[src/rtl/toggle_stim_gen.sv]
// Programmable square-wave stimulus source for the switch-level inverter input.
// Produces a fixed number of sw_in transitions spaced half_period clocks apart, with busy/done status.
module toggle_stim_gen #(
  parameter int   CNT_W    = 16,
  parameter int   NUM_W    = 8,
  parameter logic IDLE_LVL = 1'b0
) (
  input  logic             clk,
  input  logic             rst_n,
  input  logic             start,
  input  logic             abort,
  input  logic [CNT_W-1:0] half_period,
  input  logic [NUM_W-1:0] num_toggles,
  output logic             sw_in,
  output logic             busy,
  output logic             done,
  output logic [NUM_W-1:0] toggles_done
);

  typedef enum logic {
    S_IDLE = 1'b0,
    S_RUN  = 1'b1
  } state_t;

  state_t           r_state;
  logic [CNT_W-1:0] r_hp;
  logic [NUM_W-1:0] r_nt;
  logic [CNT_W-1:0] r_cnt;
  logic             r_sw;
  logic             r_busy;
  logic             r_done;
  logic [NUM_W-1:0] r_tdone;

  logic [CNT_W-1:0] w_hp_eff;
  logic [NUM_W-1:0] w_tdone_nxt;
  logic             w_accept;

  // A zero half-period would never let the counter expire; treat it as one cycle.
  assign w_hp_eff    = (half_period == '0) ? CNT_W'(1) : half_period;
  assign w_tdone_nxt = r_tdone + NUM_W'(1);
  assign w_accept    = start && !abort;

  always_ff @(posedge clk or negedge rst_n) begin
    if (!rst_n) begin
      r_state <= S_IDLE;
      r_hp    <= '0;
      r_nt    <= '0;
      r_cnt   <= '0;
      r_sw    <= IDLE_LVL;
      r_busy  <= 1'b0;
      r_done  <= 1'b0;
      r_tdone <= '0;
    end else begin
      r_done <= 1'b0;
      case (r_state)
        S_IDLE: begin
          if (w_accept) begin
            r_hp    <= w_hp_eff;
            r_nt    <= num_toggles;
            r_sw    <= IDLE_LVL;
            r_tdone <= '0;
            if (num_toggles == '0) begin
              r_done <= 1'b1;
            end else begin
              r_state <= S_RUN;
              r_busy  <= 1'b1;
              r_cnt   <= w_hp_eff - CNT_W'(1);
            end
          end
        end
        S_RUN: begin
          // Abort outranks a toggle due on the same edge, so the final toggle never lands.
          if (abort) begin
            r_state <= S_IDLE;
            r_busy  <= 1'b0;
            r_sw    <= IDLE_LVL;
          end else if (r_cnt != '0) begin
            r_cnt <= r_cnt - CNT_W'(1);
          end else begin
            r_sw    <= ~r_sw;
            r_tdone <= w_tdone_nxt;
            r_cnt   <= r_hp - CNT_W'(1);
            if (w_tdone_nxt == r_nt) begin
              r_state <= S_IDLE;
              r_busy  <= 1'b0;
              r_done  <= 1'b1;
            end
          end
        end
        default: begin
          r_state <= S_IDLE;
          r_busy  <= 1'b0;
        end
      endcase
    end
  end

  assign sw_in        = r_sw;
  assign busy         = r_busy;
  assign done         = r_done;
  assign toggles_done = r_tdone;

endmodule

[config.mk]
export PLATFORM = sky130hd
export DESIGN_NAME = toggle_stim_gen
export DESIGN_NICKNAME = d
export VERILOG_FILES = /design/src/rtl/toggle_stim_gen.sv
export SDC_FILE = /design/constraint.sdc
export NUM_CORES = 1
export LEC_CHECK = 0
export CAP_MARGIN = 15
export CORE_MARGIN = 2
export CORE_UTILIZATION = 50
export DETAILED_ROUTE_END_ITERATION = 16
export PLACE_DENSITY = 0.77
export REMOVE_ABC_BUFFERS = 1
export SYNTH_ARGS = -nofsm -noshare
export SYNTH_HDL_FRONTEND = slang
export SYNTH_SLANG_ARGS = --single-unit
export TNS_END_PERCENT = 30
[constraint.sdc]
create_clock -name clk -period 2.9 [get_ports clk]
set_input_delay 0.29 -clock clk [delete_from_list [all_inputs] [get_ports clk]]
set_output_delay 0.29 -clock clk [all_outputs]
set_load 0.01 [all_outputs]
# Yosys cells after proc, flatten, opt, wreduce, memory -nomap -nowiden
# Index checks and enable logic that the tools add are counted.
classes:
  add_sub_neg: 4
  div: 0
  mul: 0
  n_reduce_logical: 10
  n_lt_le_gt_ge: 0
  shifts: 0
  n_mux: 32
  bitwise: 2
  n_eq_ne: 7
ops:
  columns: ["op", "count"]
  rows:
  - ["2-to-1 mux 16 bit", 5]
  - ["subtractor 16 x 1 -> 16 bit (second input constant)", 3]
  - ["one-hot mux 16 bit (2 select lines)", 1]
  - ["2-to-1 mux 8 bit", 3]
  - ["2-to-1 mux 1 bit", 18]
  - ["zero test 16 bit", 1]
  - ["one-hot mux 8 bit (2 select lines)", 1]
  - ["nonzero test 16 bit", 1]
  - ["adder 8 x 1 -> 8 bit (second input constant)", 1]
  - ["equality test 8 bit", 1]
  - ["zero test 8 bit", 1]
  - ["inequality test 2 bit (second input constant)", 4]
  - ["one-hot mux 1 bit (2 select lines)", 4]
  - ["AND reduction 3 bit", 2]
  - ["AND reduction 2 bit", 2]
  - ["AND reduction 4 bit", 1]
  - ["inequality test 3 x 2 -> 1 bit (second input constant)", 1]
  - ["inequality test 3 bit (second input constant)", 1]
  - ["inverter 1 bit", 2]
  - ["logical AND 1 bit", 1]
  - ["zero test 1 bit", 1]
word_totals:
  register_bits: 52
  wordCells: 63
  mem_count: 0
  output_inout_bits: 11
  inputBits: 28
  latchBits: 0
  romBits: 0
  mem_bits_rw: 0

# Logic depth before layout (Yosys ltp)
# Gate-level depths: netlist (run 1).
depth:
  word_depth: 6
  ltp_mapped: 13
  depth_no_buf: 11

# Least setup slack after synthesis (run 1)
# Ideal clock, no wire load.
synth_path:
  kind: "reg2reg"
  start: "reg r_state"
  end: "reg r_cnt[14]"
  stages_incl_launch_ff: 14
  slack_ns: 0.222
  setup_ns: 0.082
  n_path_buf: 5
  required_time_ns: 2.818
  arrival_ns: 2.596
  cell_sequence: "dfrtp_1 > buf_6 > buf_2 > buf_2 > buf_2 > buf_2 > nand2_1 > nand2_1 > ha_1 > nand2_1 > a31oi_1 > nand2_1 > or3_1 > a31oi_1"
synth_between:
  elab_chain_len: 3
  elab_cells_between_ends: 6
  cone_classes: "eq/ne: 3; mux: 1; bitwise: 1; reduce/logical: 1"
synth_rtl:
  columns: ["element", "line_no", "text"]
  rows:
  - ["start: declaration", "25", "state_t r_state;"]
  - ["start signal: assignment", "45", "r_state <= S_IDLE;"]
  - ["start signal: assignment", "65", "r_state <= S_RUN;"]
  - ["start signal: assignment", "74", "r_state <= S_IDLE;"]
  - ["inverter 1 bit (no line)", null, null]
  - ["inequality test 2 bit (no line)", null, null]
  - ["AND reduction 3 bit (no line)", null, null]
  - ["end signal: assignment", "67", "r_cnt <= w_hp_eff - CNT_W'(1);"]
  - ["end signal: assignment", "78", "r_cnt <= r_cnt - CNT_W'(1);"]
  - ["end signal: assignment", "82", "r_cnt <= r_hp - CNT_W'(1);"]
  - ["end: declaration", "28", "logic [CNT_W-1:0] r_cnt;"]
# Several ways; a longest one is shown, not always the timed one.
# A chain may end at the register's enable or synchronous reset.

# Final worst setup path (run 1)
layout_path:
  start: "reg r_cnt[2]"
  end: "reg r_cnt[4]"
layout_between:
  elab_chain_len: 4
  elab_cells_between_ends: 5
  cone_classes: "add/sub: 1; mux: 3; reduce/logical: 1"
layout_rtl:
  columns: ["element", "line_no", "text"]
  rows:
  - ["subtractor 16 x 1 -> 16 bit or nonzero test 16 bit (tied branches)", "78, 77", null]
  - ["2-to-1 mux 16 bit (*)", "77", "end else if (r_cnt != '0) begin"]
  - ["2-to-1 mux 16 bit (*)", "73", "if (abort) begin"]
  - ["one-hot mux 16 bit (2 select lines) (*)", "55", "case (r_state)"]
# Mark *: on every way between the ends. The rest lies on a longest branch, timed or not. The select of a mux whose other input is x is not followed.

==> reports/results.txt, run 1 <==
number of flops mapped to enable cells by yosys - 0
total clock sinks - 52
number of standard-cell rows in the floorplan - 28
startpoint of the worst setup timing path - r_cnt[2]
antenna violation net count after detailed routing - 0
die width - 83.4 µm
top achievable clock speed - 0.384 GHz
aggregate negative setup slack - 0 ns
number of antenna violations at the first check in global routing - 0
crit-path max FO - 11
Placed Instance Area - 0.00364 mm²
Post-Route Hold Slack - 0.0139 ns
mean instance size in the synthesized netlist - 9.47 µm²
largest net degree at the start of global routing - 32
I/O Pins - 39
fraction of registers with async set/reset - 100%
worst reg-to-reg path cell count - 11
total routing resource utilization after global routing - 22.3%
fraction of layout cells with a size suffix above 1 - 16.1%
H-Tree Depth - 2
number of storage elements in the synthesis netlist - 52
Core Region - 0.00603 mm²
reg2reg setup slack - 0.30 ns
total wire length after detailed routing - 7440 µm
final worst-path setup slack - 0.297 ns
effective utilization at floorplan - 52.3%
Fill cells - 511
slew at the pin with the worst max-slew slack - 0.697 ns
power density over cell area - 501 mW/mm²
Worst setup SP type - register
buffer type at the clock tree root - clkbuf_8
summed instance area of the synthesized netlist - 0.00315 mm²
FF-to-FF End - r_cnt[4]
Gates resized, CTS repair - 0
average wire per standard cell - 16.6 µm
maximum clock path buffer count - 2
Starting DRT DRC Count - 249
vias in the first global route - 2581
worst vdd ir - 0.255 mV
residual DRC count - 0
number of maximum-capacitance violations - 0
Final Total Pwr - 1880 µW
r2r startpoint - r_cnt[2]
multi-input combinational cell area - 0.00175 mm²
clock skew - 0.0119 ns
Worst Setup Path Type - register to register
Critical path destination - r_cnt[4]
normalized max-slew margin - 53.5%
1st-pass router iterations - 5
synth warn - 0
final worst path period need - 2.60 ns
max-slew violation count - 0
Post-Place Worst Slack - 0.234 ns
clock-pin slew reported for the worst setup and hold paths after clock tree synthesis - 0.10 ns
count of different cell masters after synthesis - 61
die height - 83.4 µm
type of the most critical hold path - input port to asynchronous set/reset pin
number of standard cells after synthesis - 333
number of antenna diodes - 0
CTS tree - yes
Num CTS Buffers - 5
final setup violation count - 0
endpoint type of the worst setup path - register
final hold violations - 0
sequential cell area - 0.00130 mm²
count of buffers from port buffering - 38
GRT overflow - 0
Lkg Pwr - 0.00142 µW
run status - finished clean
global-route wire length before repair - 12800 µm
Post-CTS Hold Fix Bufs - 0
Post-CTS Setup Bufs - 0
clock insertion delay at the later pin of the skew report - 0.31 ns
RePlAce Congestion - 0.884
required time at the endpoint of the critical path - 3.15 ns
unrepaired setup endpoints after global routing - false
fin nets - 401
Arrival @ worst endpoint - 2.85 ns
number of vias per cell - 6.17
share of the yosys chip area belonging to registers - 41.3%
design area - 0.00375 mm²
fin crit share - 89.8%
ys flop type - dfrtp_1
estimated wirelength of the detail-placed design - 5450 µm
growth of design area from synthesis to finish - 19.0%
die outline area - 0.00696 mm²
number of vias after detailed routing - 2759
cells in the final DEF, fill, tap and decap left out, types with 5 or more instances in the layout:
master	synthesis	final
nand3_1	9	9
o211ai_1	7	7
a21oi_1	25	25
clkdlybuf4s50_1	0	37
buf_4	0	8
mux2_2	24	24
a31oi_1	11	11
nor3_1	7	7
nand2_1	32	32
dfrtp_1	52	52
clkbuf_8	0	5
xnor2_1	9	9
o21ai_0	25	24
nor4_1	8	8
xor2_1	6	6
nor2_1	29	28
Yosys cell counts, types with 2 or more instances:
| cell type | instances | share of area, % |
|---|---|---|
| nor2b_1 | 3 | 0.60 |
| nor3b_1 | 2 | 0.48 |
| a21oi_1 | 25 | 4.0 |
| nor3_1 | 7 | 1.1 |
| inv_1 | 4 | 0.48 |
| o31ai_1 | 3 | 0.71 |
| buf_6 | 2 | 0.71 |
| or4_1 | 2 | 0.48 |
| or3_1 | 3 | 0.60 |
| clkbuf_1 | 6 | 0.71 |
| o2111ai_1 | 2 | 0.56 |
| nor4_1 | 8 | 1.6 |
| o221ai_1 | 2 | 0.56 |
| mux2i_1 | 3 | 0.95 |
| mux2_2 | 24 | 8.6 |
| buf_2 | 8 | 1.3 |
| nand2_1 | 32 | 3.8 |
| or2_2 | 2 | 0.40 |
| a211oi_1 | 2 | 0.48 |
| xnor2_1 | 9 | 2.5 |
| nor4_4 | 2 | 1.3 |
| and2_1 | 3 | 0.60 |
| o21ai_1 | 3 | 0.48 |
| o41ai_1 | 2 | 0.56 |
| nand3_1 | 9 | 1.4 |
| a31oi_1 | 11 | 2.2 |
| xor2_1 | 6 | 1.7 |
| nor2_1 | 29 | 3.5 |
| and3_1 | 2 | 0.40 |
| dfrtp_1 | 52 | 41 |
| nand4_1 | 4 | 0.79 |
| o211ai_1 | 7 | 1.7 |
| ha_1 | 2 | 0.79 |
| o21ai_0 | 25 | 4.0 |
layer usage:
| layer | vias to the layer above | GRT usage (%) | part of all wire (%) |
|---|---|---|---|
| li1 | 1313 | - | - |
| met2 | 94 | 34.5 | 46 |
| met4 | 0 | 6.45 | 1.5 |
| met1 | 1341 | 32.7 | 47 |
| met3 | 11 | 3.18 | 6.2 |
| met5 | - | 0 | 0 |
worst min path at each step:
stage / start / endpoint / slack [ns] / depth (start not counted)
floorplan: rst_n / busy / -0.006 / 0
global placement: rst_n / r_hp[3] / 0.38 / 1
detailed placement: rst_n / r_nt[6] / 0.38 / 1
CTS: rst_n / r_nt[2] / 0.03 / 1
global route: rst_n / toggles_done[4] / 0.06 / 1
finish: rst_n / toggles_done[3] / 0.01 / 1
sequential cells by signal (all words and copies together) (netlist names):
name,cells
r_cnt,16
r_nt,8
done,1
sw_in,1
r_hp,16
busy,1
toggles_done,8
r_state,1
metrics by stage:
| stage | instances | util [%] |
|---|---|---|
| final | 447 | 62.3 |
| after global routing | 447 | 62.3 |
| after CTS | 447 | 62.3 |
| after detailed placement | 439 | 60.4 |
| after global placement | 439 | 60.4 |
| after floorplan | 316 | - |
layout make-up:
class,instances,area share (%)
multi-input cells,260,46.7
flip-flops and latches,52,34.7
repair buffers,48,12.7
well taps,75,2.50
clock buffers,5,1.83
clock inverters,3,1.23
inverters,4,0.400
where the power goes:
| part | internal (µW) | switching [µW] | leakage [µW] |
|---|---|---|---|
| Clock | 260 | 257 | 0.0000548 |
| Combinational | 210 | 206 | 0.000738 |
| Sequential | 833 | 112 | 0.000632 |
| Total | 1300 | 576 | 0.00142 |
critical path, stage by stage, from the launching register on:
cell	delay (ns)
dfrtp_1	0.44
nor4_1	0.46
and4_4	0.41
a21oi_1	0.10
nor2_1	0.09
a21oi_1	0.06
ha_1	0.26
nand2_1	0.07
a31oi_1	0.05
buf_4	0.17
a221o_1	0.32
a21oi_1	0.12
cells by family (layout without fill, tap and decap cells):
group | Yosys count | in the layout | share of synthesized area (%)
adder cells (fa/ha/maj) | 2 | 2 | 0.793
flip-flops | 52 | 52 | 41.3
XOR/XNOR | 15 | 15 | 4.17
AND/OR/NAND/NOR | 116 | 116 | 19.5
AO/OA/AOI/OAI | 98 | 98 | 20.7
buffers and inverters | 21 | 60 | 3.29
multiplexers | 29 | 29 | 10.3
Power figures use the tool's default switching activity.
==> run 2, diff against run 1 <==
- CELL_PAD_IN_SITES_DETAIL_PLACEMENT: not set -> 2
- CELL_PAD_IN_SITES_GLOBAL_PLACEMENT: not set -> 2
- CORE_UTILIZATION: 50 -> 32
- PLACE_DENSITY: 0.77 -> 0.78
- REMOVE_ABC_BUFFERS: 1 -> not set
==> run 2 against run 1 <==
  * Flip-flop and latch count did not move
  * Non-clock buffer count grew 6
  * Via count increased by 3.5%
  * First-iteration DRC count decreased by 57%
  * Critical path type unchanged
  * Cell area grew 3.5%
  * Routed wire length rose by 35%
  * Critical path depth unchanged
  * Hold slack better by 0.077 ns
  * Global-route usage decreased by 2.5 points
  * Largest cell class unchanged
==> reports/results.txt, run 2 (synthesis gave the netlist of run 1 again) <==
number of maximum-capacitance violations - 0 (unchanged)
RePlAce Congestion - 0.801 (was 0.884)
met1 routed wirelength after detailed routing - 4620 µm (was 3480 µm)
average wire per standard cell - 19.6 µm (was 16.6 µm)
commonest non-fill, non-tap cell in the layout - dfrtp_1 (unchanged)
Mapped Nets - 363
die width - 103 µm (was 83.4 µm)
Detail Route met2 WL - 5030 µm (was 3390 µm)
Cell Chain, Critical Path - nor4_2, and4_4, a21oi_1, nor2_1, a21oi_1, ha_1, nand2_1, a31oi_2, buf_4, a221o_1, a21oi_1 (was nor4_1, and4_4, a21oi_1, nor2_1, a21oi_1, ha_1, nand2_1, a31oi_1, buf_4, a221o_1, a21oi_1)
worst reg-to-reg path cell count - 11 (unchanged)
required time at the endpoint of the critical path - 3.15 ns (about the same)
maximum clock path buffer count - 2 (unchanged)
critical path's slowest cell - dfrtp_1 (was nor4_1)
clock skew - 0.0148 ns (was 0.0119 ns)
top sig layer - met4 (unchanged)
die outline area - 0.0107 mm² (was 0.00696 mm²)
Lkg Pwr - 0.00146 µW (was 0.00142 µW)
vias in the first global route - 3079 (was 2581)
final hold violations - 0 (unchanged)
r2r startpoint - r_cnt[2] (unchanged)
largest net degree at the start of global routing - 40 (was 32)
kind of cell with the highest combined delay on the critical path - simple AND/OR/NAND/NOR gates (unchanged)
Worst Path Buf+Inv - 1 (unchanged)
Num CTS Buffers - 5 (unchanged)
Starting DRT DRC Count - 106 (was 249)
I/O Pins - 39 (unchanged)
aggregate negative setup slack - 0 ns (unchanged)
number of antenna diodes - 0 (unchanged)
count of buffers from port buffering - 38 (unchanged)
Post-CTS Hold Fix Bufs - 0 (unchanged)
cell repeated most along the worst path - a21oi_1 (unchanged)
power density over cell area - 505 mW/mm² (was 501 mW/mm²)
clock-pin slew reported for the worst setup and hold paths after clock tree synthesis - 0.11 ns (was 0.10 ns)
worst vdd ir - 0.183 mV (was 0.255 mV)
estimated wirelength of the detail-placed design - 7290 µm (was 5450 µm)
top achievable clock speed - 0.361 GHz (was 0.384 GHz)
fin nets - 407 (was 401)
fin crit share - 95.6% (was 89.8%)
biggest cell delay along the critical path - 0.46 ns (about the same)
met3 wire len - 277 µm (was 460 µm)
Worst Setup Path Type - register to register (unchanged)
CTS tree - yes (unchanged)
total wire length after detailed routing - 10000 µm (was 7440 µm)
final worst path period need - 2.77 ns (was 2.60 ns)
normalized max-slew margin - 36.4% (was 53.5%)
number of standard-cell rows in the floorplan - 36 (was 28)
growth of design area from synthesis to finish - 23.1% (was 19.0%)
Worst setup SP type - register (unchanged)
Core Region - 0.00968 mm² (was 0.00603 mm²)
die height - 103 µm (was 83.4 µm)
max-slew violation count - 0 (unchanged)
number of antenna violations at the first check in global routing - 0 (unchanged)
final setup violation count - 0 (unchanged)
total clock sinks - 52 (unchanged)
Arrival @ worst endpoint - 3.02 ns (was 2.85 ns)
1st-pass router iterations - 4 (was 5)
Final Total Pwr - 1960 µW (was 1880 µW)
FF-to-FF End - r_cnt[4] (unchanged)
leading registers by flop count - r_cnt x16, r_hp x16 (unchanged)
number of vias after detailed routing - 2855 (was 2759)
clock insertion delay at the later pin of the skew report - 0.32 ns (was 0.31 ns)
residual DRC count - 0 (unchanged)
leading cell types in the layout, fill and taps excluded - dfrtp_1, clkdlybuf4s50_1, nand2_1, nor2_1, a21oi_1 (unchanged)
GRT overflow - 0 (unchanged)
buffer type at the clock tree root - clkbuf_8 (unchanged)
Post-Route Utilization - 40.1% (was 62.3%)
H-Tree Depth - 2 (unchanged)
antenna violation net count after detailed routing - 0 (unchanged)
total routing resource utilization after global routing - 19.8% (was 22.3%)
run status - finished clean (unchanged)
endpoint type of the worst setup path - register (unchanged)
global-route wire length before repair - 16400 µm (was 12800 µm)
crit-path max FO - 12 (was 11)
fraction of layout cells with a size suffix above 1 - 18.3% (was 16.1%)
number of vias per cell - 5.59 (was 6.17)
type of the most critical hold path - input port to asynchronous set/reset pin (unchanged)
reg2reg setup slack - 0.13 ns (was 0.30 ns)
slew at the pin with the worst max-slew slack - 0.954 ns (was 0.697 ns)
effective utilization at floorplan - 32.6% (was 52.3%)
run 2: timing repair:
| item | 4_1_cts | 5_1_grt |
|---|---|---|
| setup buffers | 0 | 0 |
| resized for setup | 0 | 3 |
| endpoints found under the setup margin | 0 | 5 |
run 2: worst max-delay path by stage:
stage,startpoint,to,cells after the start
after floorplan,r_state,r_cnt[14],13
after global placement,half_period[4],r_cnt[12],12
final,r_cnt[2],r_cnt[4],11
after CTS,r_cnt[2],r_cnt[4],11
after global routing,r_cnt[0],r_cnt[12],12
after detailed placement,half_period[3],r_cnt[14],11
run 2: through the flow:
step / std cells / setup slack (ns) / instance area, µm² / hold WS, ns
2_1_floorplan: 333 / 0.222 / 3150 / -0.00559
3_3_place_gp: 503 / 0.107 / 3740 / 0.473
3_5_place_dp: 503 / -0.0871 / 3740 / 0.493
4_1_cts: 511 / 0.00275 / 3860 / 0.137
5_1_grt: 511 / -0.0420 / 3880 / 0.168
6_report: 511 / 0.127 / 3880 / 0.0909
run 2: where the power goes:
part | total (µW) | leakage, µW | internal [µW] | switching, µW
logic | 448 | 0.000769 | 215 | 233
registers | 953 | 0.000632 | 833 | 120
clock network | 561 | 0.0000614 | 283 | 278
total | 1960 | 0.00146 | 1330 | 631
run 2: worst reg2reg max path, cell delays in order (launching register included):
cell,delay [ns]
dfrtp_1,0.46
nor4_2,0.43
and4_4,0.41
a21oi_1,0.11
nor2_1,0.13
a21oi_1,0.07
ha_1,0.28
nand2_1,0.10
a31oi_2,0.07
buf_4,0.19
a221o_1,0.32
a21oi_1,0.13
run 2: cell type report:
cell class | instances | area, µm²
fillers | 1070 | 5800
multi-input cells | 260 | 1770
flip-flops and latches | 52 | 1300
repair buffers | 54 | 508
well taps | 133 | 166
clock buffers | 6 | 82.6
clock inverters | 2 | 38.8
inverters | 4 | 15.0
run 2: layer usage:
layer,vias to the layer above,track usage [%]
met3,8,2.62
met5,-,0
li1,1328,-
met4,0,3.74
met2,39,34.6
met1,1480,26.5
==> run 3, diff against run 2 <==
- CAP_MARGIN: 15 -> not set
- CORE_UTILIZATION: 32 -> 35
- PLACE_DENSITY: 0.78 -> 0.81
- clock period: 2.9 -> 2.6 ns (I/O delays scaled with it)
==> run 3 against run 2 <==
  * Clock skew shrank 0.0053 ns
  * Total power grew 14%
  * Register-to-register slack gained 0.03 ns
  * Cell count shrank 2.2%
  * Via count grew 3.7%
  * Clock-buffer cell count is the same
  * Die area shrank 8.2%
  * Non-clock buffer count grew 14
  * Routed wire length grew 9.3%
  * Largest cell class unchanged
==> reports/results.txt, run 3 (synthesis gave the netlist of run 1 again) <==
run status - finished clean (unchanged)
internal cell power - 1520 µW (was 1330 µW)
Post-Route Hold Slack - 0.429 ns (was 0.0909 ns)
die width - 98.9 µm (was 103 µm)
die height - 98.9 µm (was 103 µm)
number of vias after detailed routing - 2962 (was 2855)
final setup violation count - 0 (unchanged)
grt met1 use - 30.4% (was 26.5%)
fin crit share - 94.1% (was 95.6%)
estimated wirelength of the detail-placed design - 7960 µm (was 7290 µm)
fin nets - 421 (was 407)
leading registers by flop count - r_cnt x16, r_hp x16 (unchanged)
P_sw - 728 µW (was 631 µW)
Lkg Pwr - 0.00153 µW (was 0.00146 µW)
Sw Ratio - 32.4% (was 32.1%)
number of vias per cell - 5.92 (was 5.59)
leading cell types in the layout, fill and taps excluded - dfrtp_1, clkdlybuf4s50_1, nand2_1, nor2_1, buf_4 (was dfrtp_1, clkdlybuf4s50_1, nand2_1, nor2_1, a21oi_1)
maximum clock path buffer count - 2 (unchanged)
fraction of layout cells with a size suffix above 1 - 23.5% (was 18.3%)
cell repeated most along the worst path - a21oi_2 (was a21oi_1)
Arrival @ worst endpoint - 2.69 ns (was 3.02 ns)
RePlAce Congestion - 0.793 (was 0.801)
antenna violation net count after detailed routing - 0 (unchanged)
critical path's slowest cell - dfrtp_1 (unchanged)
Core Region - 0.00872 mm² (was 0.00968 mm²)
total clock sinks - 52 (unchanged)
total routing resource utilization after global routing - 23.1% (was 19.8%)
clock insertion delay at the later pin of the skew report - 0.32 ns (about the same)
I/O Pins - 39 (unchanged)
slew at the pin with the worst max-slew slack - 0.549 ns (was 0.954 ns)
M3 GR Usage - 2.91% (was 2.62%)
number of maximum-capacitance violations - 0 (unchanged)
number of standard-cell rows in the floorplan - 34 (was 36)
H-Tree Depth - 2 (unchanged)
CTS tree - yes (unchanged)
Cell Chain, Critical Path - nor4_2, and4_4, a21oi_2, nor2_1, a21oi_2, ha_2, nand2_1, a31oi_4, nand2_2, or3_1, a31oi_1 (was nor4_2, and4_4, a21oi_1, nor2_1, a21oi_1, ha_1, nand2_1, a31oi_2, buf_4, a221o_1, a21oi_1)
Mapped Nets - 363 (unchanged)
crit-path max FO - 6 (was 12)
grt peak-use layer - met2 (unchanged)
Num CTS Buffers - 5 (unchanged)
biggest cell delay along the critical path - 0.45 ns (was 0.46 ns)
commonest non-fill, non-tap cell in the layout - dfrtp_1 (unchanged)
number of antenna diodes - 0 (unchanged)
die outline area - 0.00979 mm² (was 0.0107 mm²)
top achievable clock speed - 0.409 GHz (was 0.361 GHz)
met2 track utilization from global routing - 40.8% (was 34.6%)
max-slew violation count - 0 (unchanged)
residual DRC count - 0 (unchanged)
Starting DRT DRC Count - 87 (was 106)
global-route wire length before repair - 18000 µm (was 16400 µm)
Worst setup SP type - register (unchanged)
Fill cells - 949 (was 1070)
total wire length after detailed routing - 10900 µm (was 10000 µm)
buffer type at the clock tree root - clkbuf_8 (unchanged)
final worst path period need - 2.45 ns (was 2.77 ns)
clock-pin slew reported for the worst setup and hold paths after clock tree synthesis - 0.11 ns (about the same)
1st-pass router iterations - 5 (was 4)
combinational group share of total power - 24.6% (was 22.8%)
normalized max-slew margin - 63.3% (was 36.4%)
GRT overflow - 0 (unchanged)
multi-input combinational cell area - 0.00180 mm² (was 0.00177 mm²)
clock share of power - 28.0% (was 28.6%)
unrepaired setup endpoints after global routing - false
growth of design area from synthesis to finish - 26.7% (was 23.1%)
design area - 0.00400 mm² (was 0.00388 mm²)
count of buffers from port buffering - 38 (unchanged)
Placed Instance Area - 0.00378 mm² (was 0.00374 mm²)
power density over cell area - 562 mW/mm² (was 505 mW/mm²)
sequential cell area - 0.00131 mm² (was 0.00130 mm²)
worst vdd ir - 0.240 mV (was 0.183 mV)
vias in the first global route - 3285 (was 3079)
required time at the endpoint of the critical path - 2.84 ns (was 3.15 ns)
clock skew - 0.00951 ns (was 0.0148 ns)
type of the most critical hold path - input port to asynchronous set/reset pin (unchanged)
largest net degree at the start of global routing - 34 (was 40)
average wire per standard cell - 21.9 µm (was 19.6 µm)
effective utilization at floorplan - 36.2% (was 32.6%)
sequential share of power - 47.5% (was 48.6%)
Worst Setup Path Type - register to register (unchanged)
number of antenna violations at the first check in global routing - 0 (unchanged)
endpoint type of the worst setup path - register (unchanged)
final hold violations - 0 (unchanged)
## run 3: cell types whose count changed in the layout (fill, tap and decap cells not counted), moves of 2 or more
cell | previous run | this run
a21oi_1 | 25 | 23
a21oi_2 | 1 | 3
buf_4 | 15 | 28
dfrtp_1 | 52 | 48
dfrtp_2 | 0 | 4
## run 3: final timing paths
| check | startpoint | end | slack (ns) | depth (start not counted) |
|---|---|---|---|---|
| max | r_cnt[0] | r_cnt[14] | 0.15 | 11 |
| min | rst_n | sw_in | 0.43 | 3 |
| max reg2reg | r_cnt[0] | r_cnt[14] | 0.15 | 11 |
| min reg2reg | r_hp[11] | r_hp[11] | 0.52 | 1 |
| max in group asynchronous | rst_n | r_cnt[8] | 1.73 | 3 |
| min in group clk | r_hp[11] | r_hp[11] | 0.52 | 1 |
## run 3: routing by layer
layer / part of all wire [%] / vias up
met4: 1.1 / 0
met1: 45 / 1546
met2: 52 / 53
met5: 0 / -
met3: 2.2 / 11
li1: - / 1352
## run 3: critical path: cells and delay by family (launching register included)
family,cells,cell delay [ns]
AND/OR/NAND/NOR,6,0.94
AO/OA/AOI/OAI,4,0.76
flip-flops,1,0.45
adder cells (fa/ha/maj),1,0.21
## run 3: what timing repair did
| action | 4_1_cts | 5_1_grt |
|---|---|---|
| hold buffers | 1 | 0 |
| gates resized for setup | 2 | 11 |
| endpoints found under the setup margin | 1 | 12 |
| hold endpoints to repair | 19 | 0 |
| setup buffers | 3 | 1 |
| pin swaps | 0 | 4 |
## run 3: final cells by class
cell class | count | area share (%)
Inverter | 4 | 0.376
Clock buffer | 6 | 2.07
Clock inverter | 2 | 0.971
Tap cell | 108 | 3.38
Timing Repair Buffer | 68 | 15.4
Multi-Input combinational cell | 260 | 45.1
Sequential cell | 52 | 32.7
## run 3: stage by stage
step | setup TNS [ns] | std cells | utilization, % | total power [µW] | worst slack (ns)
floorplan | 0 | 333 | - | 1350 | 0.00151
global placement | -0.0246 | 487 | 43.4 | 1540 | -0.0246
detailed placement | -0.655 | 487 | 43.4 | 1580 | -0.328
CTS | 0 | 499 | 45.3 | 2230 | 0.00160
global route | 0 | 500 | 45.8 | 2360 | 0.00441
finish | 0 | 500 | 45.8 | 2240 | 0.153
## run 3: power by group through the flow
stage / Combinational (µW) / Clock, µW / Sequential, µW
2_1_floorplan: 320 / 0 / 1030
3_3_place_gp: 476 / 0 / 1070
3_5_place_dp: 504 / 0 / 1080
4_1_cts: 540 / 635 / 1060
5_1_grt: 608 / 672 / 1080
6_report: 551 / 627 / 1070
